File: config.mk
export PLATFORM = sky130hd
export DESIGN_NAME = matmul_apb_arbiter
export DESIGN_NICKNAME = d
export VERILOG_FILES = /design/src/rtl/matmul_apb_arbiter.sv
export SDC_FILE = /design/constraint.sdc
export NUM_CORES = 1
export LEC_CHECK = 0
export ABC_AREA = 1
export CORE_ASPECT_RATIO = 1.25
export CORE_MARGIN = 2
export CORE_UTILIZATION = 42
export DETAILED_ROUTE_END_ITERATION = 12
export PLACE_DENSITY = 0.95
export SLEW_MARGIN = 20
export SYNTH_ARGS = -nofsm -noshare
export SYNTH_HDL_FRONTEND = slang
export SYNTH_SLANG_ARGS = --single-unit
File: constraint.sdc
create_clock -name clk_i -period 3.52 [get_ports clk_i]
set_input_delay 0.704 -clock clk_i [delete_from_list [all_inputs] [get_ports clk_i]]
set_output_delay 0.704 -clock clk_i [all_outputs]
set_load 0.01 [all_outputs]
File: src/rtl/matmul_apb_arbiter.sv
// ---------------------------------------------------------------------------
// matmul_apb_arbiter
//
// Purpose:
//   Round-robin arbiter that shares the matmul accelerator's single APB slave
//   port between NUM_REQ requesters. One request is accepted per grant. The
//   arbiter then runs the APB SETUP/ACCESS sequence, honouring pready wait
//   states. The read data and slave error go back to the granted requester.
//   Writes are held off while the accelerator reports busy. This keeps
//   operand and control registers stable during a computation.
//
// Configuration macro:
//   MATMUL_ARB_TIMEOUT_EN - when defined, an ACCESS phase that waits
//   TIMEOUT_CYCLES cycles without pready is aborted with an error response.
//
// Ports:
//   clk_i, rst_i        clock, synchronous active-high reset
//   req_valid_i         per-requester request valid (held until accepted)
//   req_write_i         per-requester direction, 1 = write
//   req_addr_i          packed addresses, requester k at slice k
//   req_wdata_i         packed write data
//   req_strb_i          packed byte strobes
//   req_ready_o         one-hot acceptance pulse
//   rsp_valid_o         one-hot, one-cycle completion pulse
//   rsp_rdata_o         read data (0 for writes), valid with rsp_valid_o
//   rsp_err_o           slave error, valid with rsp_valid_o
//   paddr_o .. pstrb_o  APB master outputs (registered)
//   prdata_i, pready_i, pslverr_i  APB slave responses
//   busy_i              accelerator busy flag
// ---------------------------------------------------------------------------
module matmul_apb_arbiter #(
    parameter int NUM_REQ        = 2,
    parameter int ADDR_WIDTH     = 32,
    parameter int BUS_WIDTH      = 32,
    parameter int TIMEOUT_CYCLES = 16
) (
    input  logic                            clk_i,
    input  logic                            rst_i,
    input  logic [NUM_REQ-1:0]              req_valid_i,
    input  logic [NUM_REQ-1:0]              req_write_i,
    input  logic [NUM_REQ*ADDR_WIDTH-1:0]   req_addr_i,
    input  logic [NUM_REQ*BUS_WIDTH-1:0]    req_wdata_i,
    input  logic [NUM_REQ*BUS_WIDTH/8-1:0]  req_strb_i,
    output logic [NUM_REQ-1:0]              req_ready_o,
    output logic [NUM_REQ-1:0]              rsp_valid_o,
    output logic [BUS_WIDTH-1:0]            rsp_rdata_o,
    output logic                            rsp_err_o,
    output logic [ADDR_WIDTH-1:0]           paddr_o,
    output logic                            psel_o,
    output logic                            penable_o,
    output logic                            pwrite_o,
    output logic [BUS_WIDTH-1:0]            pwdata_o,
    output logic [BUS_WIDTH/8-1:0]          pstrb_o,
    input  logic [BUS_WIDTH-1:0]            prdata_i,
    input  logic                            pready_i,
    input  logic                            pslverr_i,
    input  logic                            busy_i
);

    localparam int STRB_WIDTH = BUS_WIDTH / 8;
    localparam int IDX_WIDTH  = (NUM_REQ > 1) ? $clog2(NUM_REQ) : 1;

    // Reject configurations the arbiter was not designed for at elaboration.
    if (NUM_REQ < 2 || NUM_REQ > 8 || TIMEOUT_CYCLES < 1) begin : g_param_check
        $error("matmul_apb_arbiter: NUM_REQ must be 2..8 and TIMEOUT_CYCLES >= 1");
    end

    typedef enum logic [1:0] {IDLE, SETUP, ACCESS, RESP} state_e;

    state_e                  state_q, state_d;
    logic [NUM_REQ-1:0]      eligible;
    logic                    anyEligible;
    logic                    accept;
    logic                    complete;
    logic                    abort;
    logic [IDX_WIDTH-1:0]    grantIdx;
    logic [IDX_WIDTH-1:0]    ptr_q, ptr_d;
    logic [IDX_WIDTH-1:0]    grant_q;
    logic [ADDR_WIDTH-1:0]   paddr_q;
    logic [BUS_WIDTH-1:0]    pwdata_q;
    logic [STRB_WIDTH-1:0]   pstrb_q;
    logic                    pwrite_q;
    logic                    psel_q;
    logic                    penable_q;
    logic [BUS_WIDTH-1:0]    rdata_q;
    logic                    err_q;

    // A read is always eligible. A write waits until the accelerator is idle.
    // The grant goes to the lowest eligible index at or above the pointer.
    // If there is none, it wraps to the lowest eligible index overall. Each
    // loop runs high-to-low, so the lowest matching index is written last.
    always_comb begin
        eligible    = req_valid_i & ~(req_write_i & {NUM_REQ{busy_i}});
        anyEligible = |eligible;
        grantIdx    = '0;
        for (int k = NUM_REQ - 1; k >= 0; k--) begin
            if (eligible[k]) begin
                grantIdx = IDX_WIDTH'(k);
            end
        end
        for (int k = NUM_REQ - 1; k >= 0; k--) begin
            if (eligible[k] && k >= int'(ptr_q)) begin
                grantIdx = IDX_WIDTH'(k);
            end
        end
        ptr_d  = (grantIdx == IDX_WIDTH'(NUM_REQ - 1)) ? '0 : grantIdx + 1'b1;
        accept = (state_q == IDLE) && anyEligible && !rst_i;
    end

`ifdef MATMUL_ARB_TIMEOUT_EN
    localparam int TMO_WIDTH = $clog2(TIMEOUT_CYCLES + 1);

    logic [TMO_WIDTH-1:0] tmoCnt_q;

    // Counts ACCESS cycles that end without pready. The counter clears while
    // in SETUP, so every transfer starts ACCESS with a count of zero.
    always_ff @(posedge clk_i) begin
        if (rst_i) begin
            tmoCnt_q <= '0;
        end else if (state_q == SETUP) begin
            tmoCnt_q <= '0;
        end else if (state_q == ACCESS && !pready_i && !abort) begin
            tmoCnt_q <= tmoCnt_q + 1'b1;
        end
    end
`endif

    // State register.
    always_ff @(posedge clk_i) begin
        if (rst_i) begin
            state_q <= IDLE;
        end else begin
            state_q <= state_d;
        end
    end

    // Next-state logic. With the timeout enabled, the abort check comes
    // before pready, so a pready in the abort cycle has no effect.
    always_comb begin
        state_d  = state_q;
        complete = 1'b0;
        abort    = 1'b0;
        case (state_q)
            IDLE:   if (anyEligible) state_d = SETUP;
            SETUP:  state_d = ACCESS;
            ACCESS: begin
`ifdef MATMUL_ARB_TIMEOUT_EN
                if (tmoCnt_q == TMO_WIDTH'(TIMEOUT_CYCLES)) begin
                    abort   = 1'b1;
                    state_d = RESP;
                end else if (pready_i) begin
                    complete = 1'b1;
                    state_d  = RESP;
                end
`else
                if (pready_i) begin
                    complete = 1'b1;
                    state_d  = RESP;
                end
`endif
            end
            RESP:    state_d = IDLE;
            default: state_d = IDLE;
        endcase
    end

    // Output decode. The response fields are forced to zero outside RESP,
    // so requesters only ever see data together with rsp_valid_o.
    always_comb begin
        req_ready_o = accept ? (NUM_REQ'(1) << grantIdx) : '0;
        rsp_valid_o = (state_q == RESP) ? (NUM_REQ'(1) << grant_q) : '0;
        rsp_rdata_o = (state_q == RESP) ? rdata_q : '0;
        rsp_err_o   = (state_q == RESP) && err_q;
        paddr_o     = paddr_q;
        psel_o      = psel_q;
        penable_o   = penable_q;
        pwrite_o    = pwrite_q;
        pwdata_o    = pwdata_q;
        pstrb_o     = pstrb_q;
    end

    // Datapath. Request fields are latched on acceptance and held until the
    // next grant. psel/penable are registered from the next state, so they
    // line up with SETUP and ACCESS without combinational glitches. Reads
    // drive zero write data and strobes onto the bus.
    always_ff @(posedge clk_i) begin
        if (rst_i) begin
            ptr_q     <= '0;
            grant_q   <= '0;
            paddr_q   <= '0;
            pwdata_q  <= '0;
            pstrb_q   <= '0;
            pwrite_q  <= 1'b0;
            psel_q    <= 1'b0;
            penable_q <= 1'b0;
            rdata_q   <= '0;
            err_q     <= 1'b0;
        end else begin
            if (accept) begin
                grant_q  <= grantIdx;
                ptr_q    <= ptr_d;
                paddr_q  <= req_addr_i[grantIdx*ADDR_WIDTH +: ADDR_WIDTH];
                pwrite_q <= req_write_i[grantIdx];
                pwdata_q <= req_write_i[grantIdx] ?
                            req_wdata_i[grantIdx*BUS_WIDTH +: BUS_WIDTH] : '0;
                pstrb_q  <= req_write_i[grantIdx] ?
                            req_strb_i[grantIdx*STRB_WIDTH +: STRB_WIDTH] : '0;
            end
            psel_q    <= (state_d == SETUP) || (state_d == ACCESS);
            penable_q <= (state_d == ACCESS);
            if (complete) begin
                rdata_q <= pwrite_q ? '0 : prdata_i;
                err_q   <= pslverr_i;
            end else if (abort) begin
                rdata_q <= '0;
                err_q   <= 1'b1;
            end
        end
    end

endmodule

Word-level counts from Yosys, hierarchy flattened
Index checks and enable logic that the tools add are counted.
Widths: inputs -> output; s select.
{"block": "classes", "magnitude_cmp": 2, "eq_ne": 5, "n_mux": 16, "bitwise_logic": 3, "n_addsub": 1, "shift": 5, "n_reduce_logical": 8}
{"op": "$shiftx 64x7->32", "count": 2}
{"op": "$mux 32", "count": 3}
{"op": "$mux 2", "count": 4}
{"op": "$pmux 2 s4", "count": 1}
{"op": "$shiftx 8x4->4", "count": 1}
{"op": "$mux 1", "count": 7}
{"op": "$eq 2x2->1 const B", "count": 3}
{"op": "$and 2x2->2", "count": 2}
{"op": "$eq 2x1->1 const B", "count": 2}
{"op": "$logic_and 1x1->1", "count": 4}
{"op": "$mux 4", "count": 1}
{"op": "$shl 1x1->2 const A", "count": 2}
{"op": "$logic_not 2->1", "count": 1}
{"op": "$lt 1x2->1 const B", "count": 1}
{"op": "$not 2->2", "count": 1}
{"op": "$reduce_or 2->1", "count": 1}
{"op": "$add 1x1->1 const B", "count": 1}
{"op": "$ge 1x1->1 const A", "count": 1}
{"op": "$logic_not 1->1", "count": 1}
{"op": "$logic_or 1x1->1", "count": 1}
{"block": "totals", "out_inout_bits": 108, "register_bits": 108, "input_bits": 177, "word_cells": 51}

Depth between registers and ports, before layout
Gate-level depths: netlist of the first run.
{"block": "logic_depth", "depth_word": 8, "ltp_mapped": 10, "mapped_depth_nobuf": 9}

Worst setup path before layout of the first run
Ideal clock, no wire load.
{"block": "synth_timing", "path_kind": "input -> output", "from": "input req_write_i[0]", "to": "output req_ready_o[1]", "required_ns": 2.816, "path_stages": 9, "n_path_buf": 2, "slack_ns": 1.265, "t_arrival_ns": 1.551, "path_cell_list": "nand2_2 -> nand2_1 -> nand2_1 -> nand2_2 -> nor2_4 -> buf_4 -> buf_4 -> nand3_1 -> inv_1"}
{"block": "synth_via", "elab_chain_cells": 7, "elab_cells_between_ends": 10, "classes_between": "1 x shift; 2 x mux; 3 x bitwise; 4 x reduce/logical"}
{"element": "start: declaration", "line": "40", "text": "input logic [NUM_REQ-1:0] req_write_i,"}
{"element": "$and 2x2->2 *", "line": "93", "text": "eligible = req_valid_i & ~(req_write_i & {NUM_REQ{busy_i}});"}
{"element": "$not 2->2 *", "line": "93"}
{"element": "$and 2x2->2 *", "line": "93"}
{"element": "$logic_and 1x1->1 or $reduce_or 2->1 (tied branches)", "line": "102, 94"}
{"element": "$mux 1 or $logic_and 1x1->1 (tied branches)", "line": "102, 107"}
{"element": "$shl 1x1->2 or $logic_and 1x1->1 (tied branches)", "line": "170, 107"}
{"element": "$mux 2 *", "line": "170", "text": "req_ready_o = accept ? (NUM_REQ'(1) << grantIdx) : '0;"}
{"element": "end: declaration", "line": "44", "text": "output logic [NUM_REQ-1:0] req_ready_o,"}
Mark *: on every way between the ends. The rest lies on a longest branch, timed or not.

Worst setup path in the final report of the first run
{"block": "layout_timing", "from": "input busy_i", "to": "output req_ready_o[1]"}
{"block": "layout_via", "elab_chain_cells": 7, "elab_cells_between_ends": 11, "classes_between": "1 x shift; 3 x mux; 3 x bitwise; 4 x reduce/logical"}
{"element": "start: declaration", "line": "57", "text": "input logic busy_i"}
{"element": "$and 2x2->2 *", "line": "93"}
{"element": "$not 2->2 *", "line": "93"}
{"element": "$and 2x2->2 *", "line": "93"}
{"element": "$mux 1, or another cell as far along", "line": "102", "text": "if (eligible[k] && k >= int'(ptr_q)) begin"}
{"element": "$mux 1 or $logic_and 1x1->1 (tied branches)", "line": "102, 107"}
{"element": "$shl 1x1->2 or $logic_and 1x1->1 (tied branches)", "line": "170, 107"}
{"element": "$mux 2 *", "line": "170"}
Marked as above.

==> results of run 1 <==
[cells in the mapped netlist]
cell type	count
nor2_1	7
nand2_1	340
nand3_2	1
buf_6	5
inv_1	48
nand3_1	126
o22ai_1	1
buf_4	4
nor2_4	2
nand2_2	4
buf_1	7
clkinv_2	1
ha_1	5
clkbuf_1	17
buf_2	27
o21ai_0	3
inv_2	1
a21oi_1	87
dfxtp_1	108
a21oi_4	1
[power breakdown]
part / leakage [nW] / switching, mW / internal (mW) / total [mW]
clock: 0.148 / 0.457 / 0.627 / 1.08
sequential: 0.877 / 0.0866 / 1.39 / 1.47
combinational: 2.58 / 0.728 / 0.587 / 1.31
[worst max-delay path by stage]
stage                   start              to  slack [ns]  depth (start not counted)
6_report               busy_i  req_ready_o[1]        0.43                          9
4_1_cts                busy_i  req_ready_o[0]        0.43                          9
3_3_place_gp           busy_i    pwdata_o[16]        0.35                         12
3_5_place_dp           busy_i    pwdata_o[19]        0.29                         12
2_1_floorplan  req_write_i[0]  req_ready_o[1]        1.26                          9
5_1_grt                busy_i  req_ready_o[1]        0.29                          9
[worst max-delay path: cells and delay by family]
kind | cells | cell delay (ns)
buf+inv | 3 | 1.12
simple gates | 6 | 0.56
[cell usage in the layout (no fill, tap or decap)]
cell,synthesis,routed
nand2_1,340,340
clkdlybuf4s50_1,0,283
nand3_1,126,126
dfxtp_1,108,108
a21oi_1,87,87
inv_1,48,48
buf_4,4,14
clkbuf_16,0,9
nor2_1,7,7
ha_1,5,5
nand2_2,4,4
o21ai_0,3,3
clkinvlp_4,0,3
nor2_4,2,2
bufinv_16,0,2
nand3_2,1,1
a21oi_4,1,1
clkinv_2,1,1
inv_2,1,1
o22ai_1,1,1
inv_6,0,1
clkinv_4,0,1
[per-layer routing]
layer  vias to the layer above  part of all wire  track usage  routed length, um
li1                       3015                 -            -                  -
met1                      2716              0.38        0.279               6480
met2                       268              0.50        0.445               8560
met3                        41             0.085       0.0638               1460
met4                         0             0.034        0.107                588
met5                         -                 0            0                  0
[logic make-up after synthesis]
logic type | Yosys count
AO/OA/AOI/OAI | 92
AND/OR/NAND/NOR | 480
buffers and inverters | 110
adder cells (fa/ha/maj) | 5
flip-flops | 108
[cell type report]
type / instances / area, um^2
well taps: 164 / 205
repair buffers: 297 / 2940
inverters: 50 / 189
clock buffers: 9 / 225
fillers: 960 / 3760
multi-input cells: 577 / 2530
flip-flops and latches: 108 / 2160
clock inverters: 7 / 100
[registers in the layout, indices dropped and copies added (netlist names)]
signal,count
err_q,1
pwrite_o,1
psel_o,1
pstrb_o,4
rdata_q,32
paddr_o,32
state_q,2
penable_o,1
pwdata_o,32
ptr_q,1
grant_q,1
[per-stage QoR]
stage | utilization | hold slack, ns | power, mW
3_3_place_gp | 0.663 | 0.436 | 2.79
3_5_place_dp | 0.663 | 0.440 | 2.82
6_report | 0.689 | 0.450 | 3.87
4_1_cts | 0.689 | 0.454 | 3.90
2_1_floorplan | - | 0.444 | 2.25
5_1_grt | 0.689 | 0.475 | 4.10
==> metrics.md, run 1 <==
| Metric | Value |
|---|---|
| HPWL after DPL | `12200 um` |
| Fin crit share | `0.878` |
| Top-area cell type share of the netlist area | `0.417` |
| Ports | `285` |
| Hold path start | `pwdata_o[11]` |
| Vias in the first global route | `5650` |
| Max incr delay on CP | `0.55 ns` |
| Non-filler cells, final | `1212` |
| GP Congestion | `0.826` |
| Clock Path Buffers | `2` |
| Run status | `completed` |
| Adder-cell share of the synthesized area | `0.0121` |
| Reg2Reg Depth | `10` |
| Synth area leaders | `dfxtp_1, nand2_1, nand3_1` |
| DIE HEIGHT | `128 um` |
| Layout Nets | `1225` |
| Total Wirelength | `17100 um` |
| CTS Hold Buffers Added | `0` |
| Die X | `103 um` |
| Final global-route overflow total | `0` |
| Drt wl/cell | `14.1 um` |
| Cell area after synthesis | `5190 um^2` |
| Area Overhead vs Synth | `60.8%` |
| Setup ws final | `0.429 ns` |
| Diodes inserted | `0` |
| Static Leakage | `3.61 nW` |
| Max Cap Violations | `0` |
| Initial Util | `0.429` |
| Hold path depth | `2` |
| Total CTS buffers | `9` |
| Placed Area | `8020 um^2` |
| Post-cts resize count | `0` |
| Hold Vio Cnt, Final | `0` |
| Tot GR Track Use | `0.251` |
| Fmax | `324 MHz` |
| Setup violations, final | `0` |
| Clock Sinks | `108` |
| Via count | `6040` |
| Placed Instances | `1196` |
| CP Cell Sequence | `clkdlybuf4s50_1, nand2_2, nand2_1, nand2_1, nand2_2, nor2_4, nand3_1, inv_1, clkdlybuf4s50_1` |
| Worst-Margin Slew | `1.06 ns` |
| Synthesized Nets | `977` |
| Post-synth top area cell | `dfxtp_1` |
| Final min period | `3.09 ns` |
| Worst-skew pair later-pin latency | `0.34 ns` |
| Post-place setup slack | `0.294 ns` |
| Root Driver | `clkbuf_16` |
| Pin count of the biggest net entering global routing | `93` |
| Detail Route Antenna Nets | `0` |
| Netlist cell types | `20` |
| Post-synthesis simple-gate area fraction | `0.384` |
| Postcts setup bufs | `0` |
| Max-slew headroom | `0.294` |
| Syn Area/Cell | `6.53 um^2` |
| Largest family of logic cells by synthesized area | `simple AND/OR/NAND/NOR gates` |
| Post-layout instance area | `8350 um^2` |
| Power per cell area | `464 nW/um^2` |
| Yosys warning count | `0` |
| Crit start category | `input port` |
| Core outline area | `12100 um^2` |
| Critical Path AT | `2.39 ns` |
| Initial antenna violation count | `0` |
| Vias/cell | `4.98` |
| H-tree depth | `3` |
| Worst EP required | `2.82 ns` |
| Final clock skew | `0.00416 ns` |
| Die footprint | `13300 um^2` |
| Worst hold-check path type | `reg -> reg` |
| Peak fanout along the critical path | `3` |
| Hold endpoint | `pwdata_o[11]` |
| CTS tree | `done` |
| Yosys reg bits | `108` |
| Total Neg Setup Slack | `0 ns` |
| Share of cells above drive strength 1 | `0.0382` |
| CTS clk-pin slew, worst paths | `0.07 ns` |
| Kind of critical path | `in -> out` |
| First-pass GRT wire length | `26400 um` |
| Mux cell area share after synthesis | `0` |
| DRC Markers | `0` |
| Synth Area in Compound Gates | `0.0912` |
| RSZ-0062 raised after global routing | `false` |
| Worst r2r src | `state_q[0]` |
| RR Endpoint | `pwdata_o[19]` |
| Row Count | `45` |
| Setup crit end kind | `primary output` |
| Detailed router's first-iteration violation count | `252` |
| Post-synthesis sequential area ratio | `0.417` |
| Number of port buffers | `284` |
| Setup slack, reg-to-reg | `1.20 ns` |
| Synth Instances | `795` |
| First drt pass iteration count | `5` |
| XOR/XNOR Fraction of Synth Area | `0` |
| Max IR drop VDD | `0.324 mV` |
| Final Max Slew Viols | `0` |
| Worst path slowest cell | `clkdlybuf4s50_1` |
Note: power is estimated with default switching activity, not from simulation.
==> run 2, diff against run 1 <==
Settings changed: GPL_ROUTABILITY_DRIVEN set to 0.
==> results of run 2 <==
The final DEF is identical to that of run 1; final timing and power are the same.
==> run 3, diff against run 2 <==
Settings changed: CORE_ASPECT_RATIO 1.25 to not set.
==> metrics.md, run 3 (synthesized netlist as in run 1, its figures left out) <==
| Metric | Value |
|---|---|
| Run status | `completed` |
| CTS Hold Buffers Added | `0` |
| Total Neg Setup Slack | `0 ns` |
| Detail Route Antenna Nets | `0` |
| Core outline area | `12000 um^2` |
| Critical Path AT | `2.43 ns` |
| Post-cts resize count | `0` |
| CP delay by family, top | `buffers and inverters` |
| Fin crit share | `0.890` |
| Total Wirelength | `17300 um` |
| Worst path slowest cell | `clkdlybuf4s50_1` |
| Clock Sinks | `108` |
| Fmax | `319 MHz` |
| Setup crit end kind | `primary output` |
| Layout Nets | `1226` |
| Final clock skew | `0.0103 ns` |
| Tot GR Track Use | `0.252` |
| CP Cell Sequence | `clkdlybuf4s50_1, nand2_2, nand2_1, nand2_1, nand2_2, nor2_4, nand3_1, inv_1, clkdlybuf4s50_1` |
| RR Endpoint | `pwdata_o[20]` |
| Post-place setup slack | `0.378 ns` |
| Vias/cell | `5.07` |
| Setup violations, final | `0` |
| Die X | `115 um` |
| Final Max Slew Viols | `0` |
| Area Overhead vs Synth | `61.1%` |
| Final min period | `3.13 ns` |
| Number of port buffers | `284` |
| Share of cells above drive strength 1 | `0.0381` |
| Hold path start | `pwdata_o[11]` |
| Setup slack, reg-to-reg | `1.27 ns` |
| Kind of critical path | `in -> out` |
| Power per cell area | `475 nW/um^2` |
| Max Cap Violations | `0` |
| Worst r2r src | `state_q[0]` |
| RSZ-0062 raised after global routing | `false` |
| Root Driver | `clkbuf_16` |
| Worst EP required | `2.82 ns` |
| Row Count | `40` |
| Commonest non-fill, non-tap cells in the layout | `nand2_1, clkdlybuf4s50_1, nand3_1` |
| Clock Path Buffers | `2` |
| # fillers | `989` |
| Commonest non-fill, non-tap cell in the layout | `nand2_1` |
| Die footprint | `13300 um^2` |
| Hold endpoint | `pwdata_o[11]` |
| Vias in the first global route | `5679` |
| Storage element area | `2160 um^2` |
| Initial antenna violation count | `1` |
| Hold Vio Cnt, Final | `0` |
| Ports | `285` |
| CTS tree | `done` |
| HPWL after DPL | `12400 um` |
| First-pass GRT wire length | `26900 um` |
| Worst-Margin Slew | `1.04 ns` |
| Final global-route overflow total | `0` |
| Reg2Reg Depth | `10` |
| Initial Util | `0.432` |
| Detailed router's first-iteration violation count | `575` |
| First drt pass iteration count | `6` |
| DRC Markers | `0` |
| Max IR drop VDD | `0.286 mV` |
| Worst-skew pair later-pin latency | `0.34 ns` |
| Worst Path Buf+Inv | `3` |
| Worst hold-check path type | `reg -> reg` |
| Crit start category | `input port` |
| Pin count of the biggest net entering global routing | `93` |
| Footprint of the multi-input gates | `2530 um^2` |
| Static Leakage | `3.64 nW` |
| Setup ws final | `0.388 ns` |
| Design Power | `3.97 mW` |
| DIE HEIGHT | `115 um` |
| CTS clk-pin slew, worst paths | `0.07 ns` |
| Hold path depth | `2` |
| Via count | `6064` |
| Total CTS buffers | `9` |
| Peak fanout along the critical path | `3` |
| Postcts setup bufs | `0` |
| Max incr delay on CP | `0.53 ns` |
| H-tree depth | `3` |
| Max-slew headroom | `0.309` |
| Drt wl/cell | `14.5 um` |
-- run 3: cell types whose count changed in the layout (fill, tap and decap cells not counted), sizes merged --
| cell | previous run | this run |
|---|---|---|
| inv | 50 | 49 |
| buf | 14 | 15 |
| clkinvlp | 3 | 0 |
| bufinv | 2 | 3 |
| clkbuf | 9 | 12 |
| diode | 0 | 1 |
-- run 3: metal layers --
layer | GRT usage | part of all wire
met1 | 0.290 | 0.40
met5 | 0 | 0
met3 | 0.0675 | 0.084
met2 | 0.445 | 0.49
met4 | 0.100 | 0.030
-- run 3: worst max path at each step --
stage	end	depth (start not counted)	from	slack, ns
global route	req_ready_o[1]	9	busy_i	0.25
CTS	req_ready_o[1]	9	busy_i	0.38
floorplan	req_ready_o[1]	9	req_write_i[0]	1.26
detailed placement	req_ready_o[1]	9	busy_i	0.38
global placement	req_ready_o[1]	9	busy_i	0.42
finish	req_ready_o[1]	9	busy_i	0.39
-- run 3: tightest hold or removal path, stage by stage, from the launching register on --
cell and delay [ns]:
dfxtp_1 0.31, nand2_1 0.06, nand2_1 0.04
-- run 3: final cells by class --
type,count,share of cell area
Antenna cell,1,0.000299
Clock buffer,12,0.0307
Clock inverter,4,0.0114
Inverter,50,0.0226
Multi-Input combinational cell,577,0.302
Sequential cell,108,0.259
Tap cell,147,0.0220
Timing Repair Buffer,298,0.352
-- run 3: per-stage QoR --
step	hold WS, ns	cells	utilization	cell area [um^2]
2_1_floorplan	0.444	795	-	5190
3_3_place_gp	0.436	1180	0.667	8010
3_5_place_dp	0.443	1180	0.667	8010
4_1_cts	0.458	1196	0.696	8360
5_1_grt	0.476	1197	0.696	8360
6_report	0.457	1197	0.696	8360
-- run 3: power breakdown --
part | switching [mW] | internal [mW]
clock network | 0.442 | 0.734
registers | 0.0854 | 1.39
logic | 0.731 | 0.591
total | 1.26 | 2.71
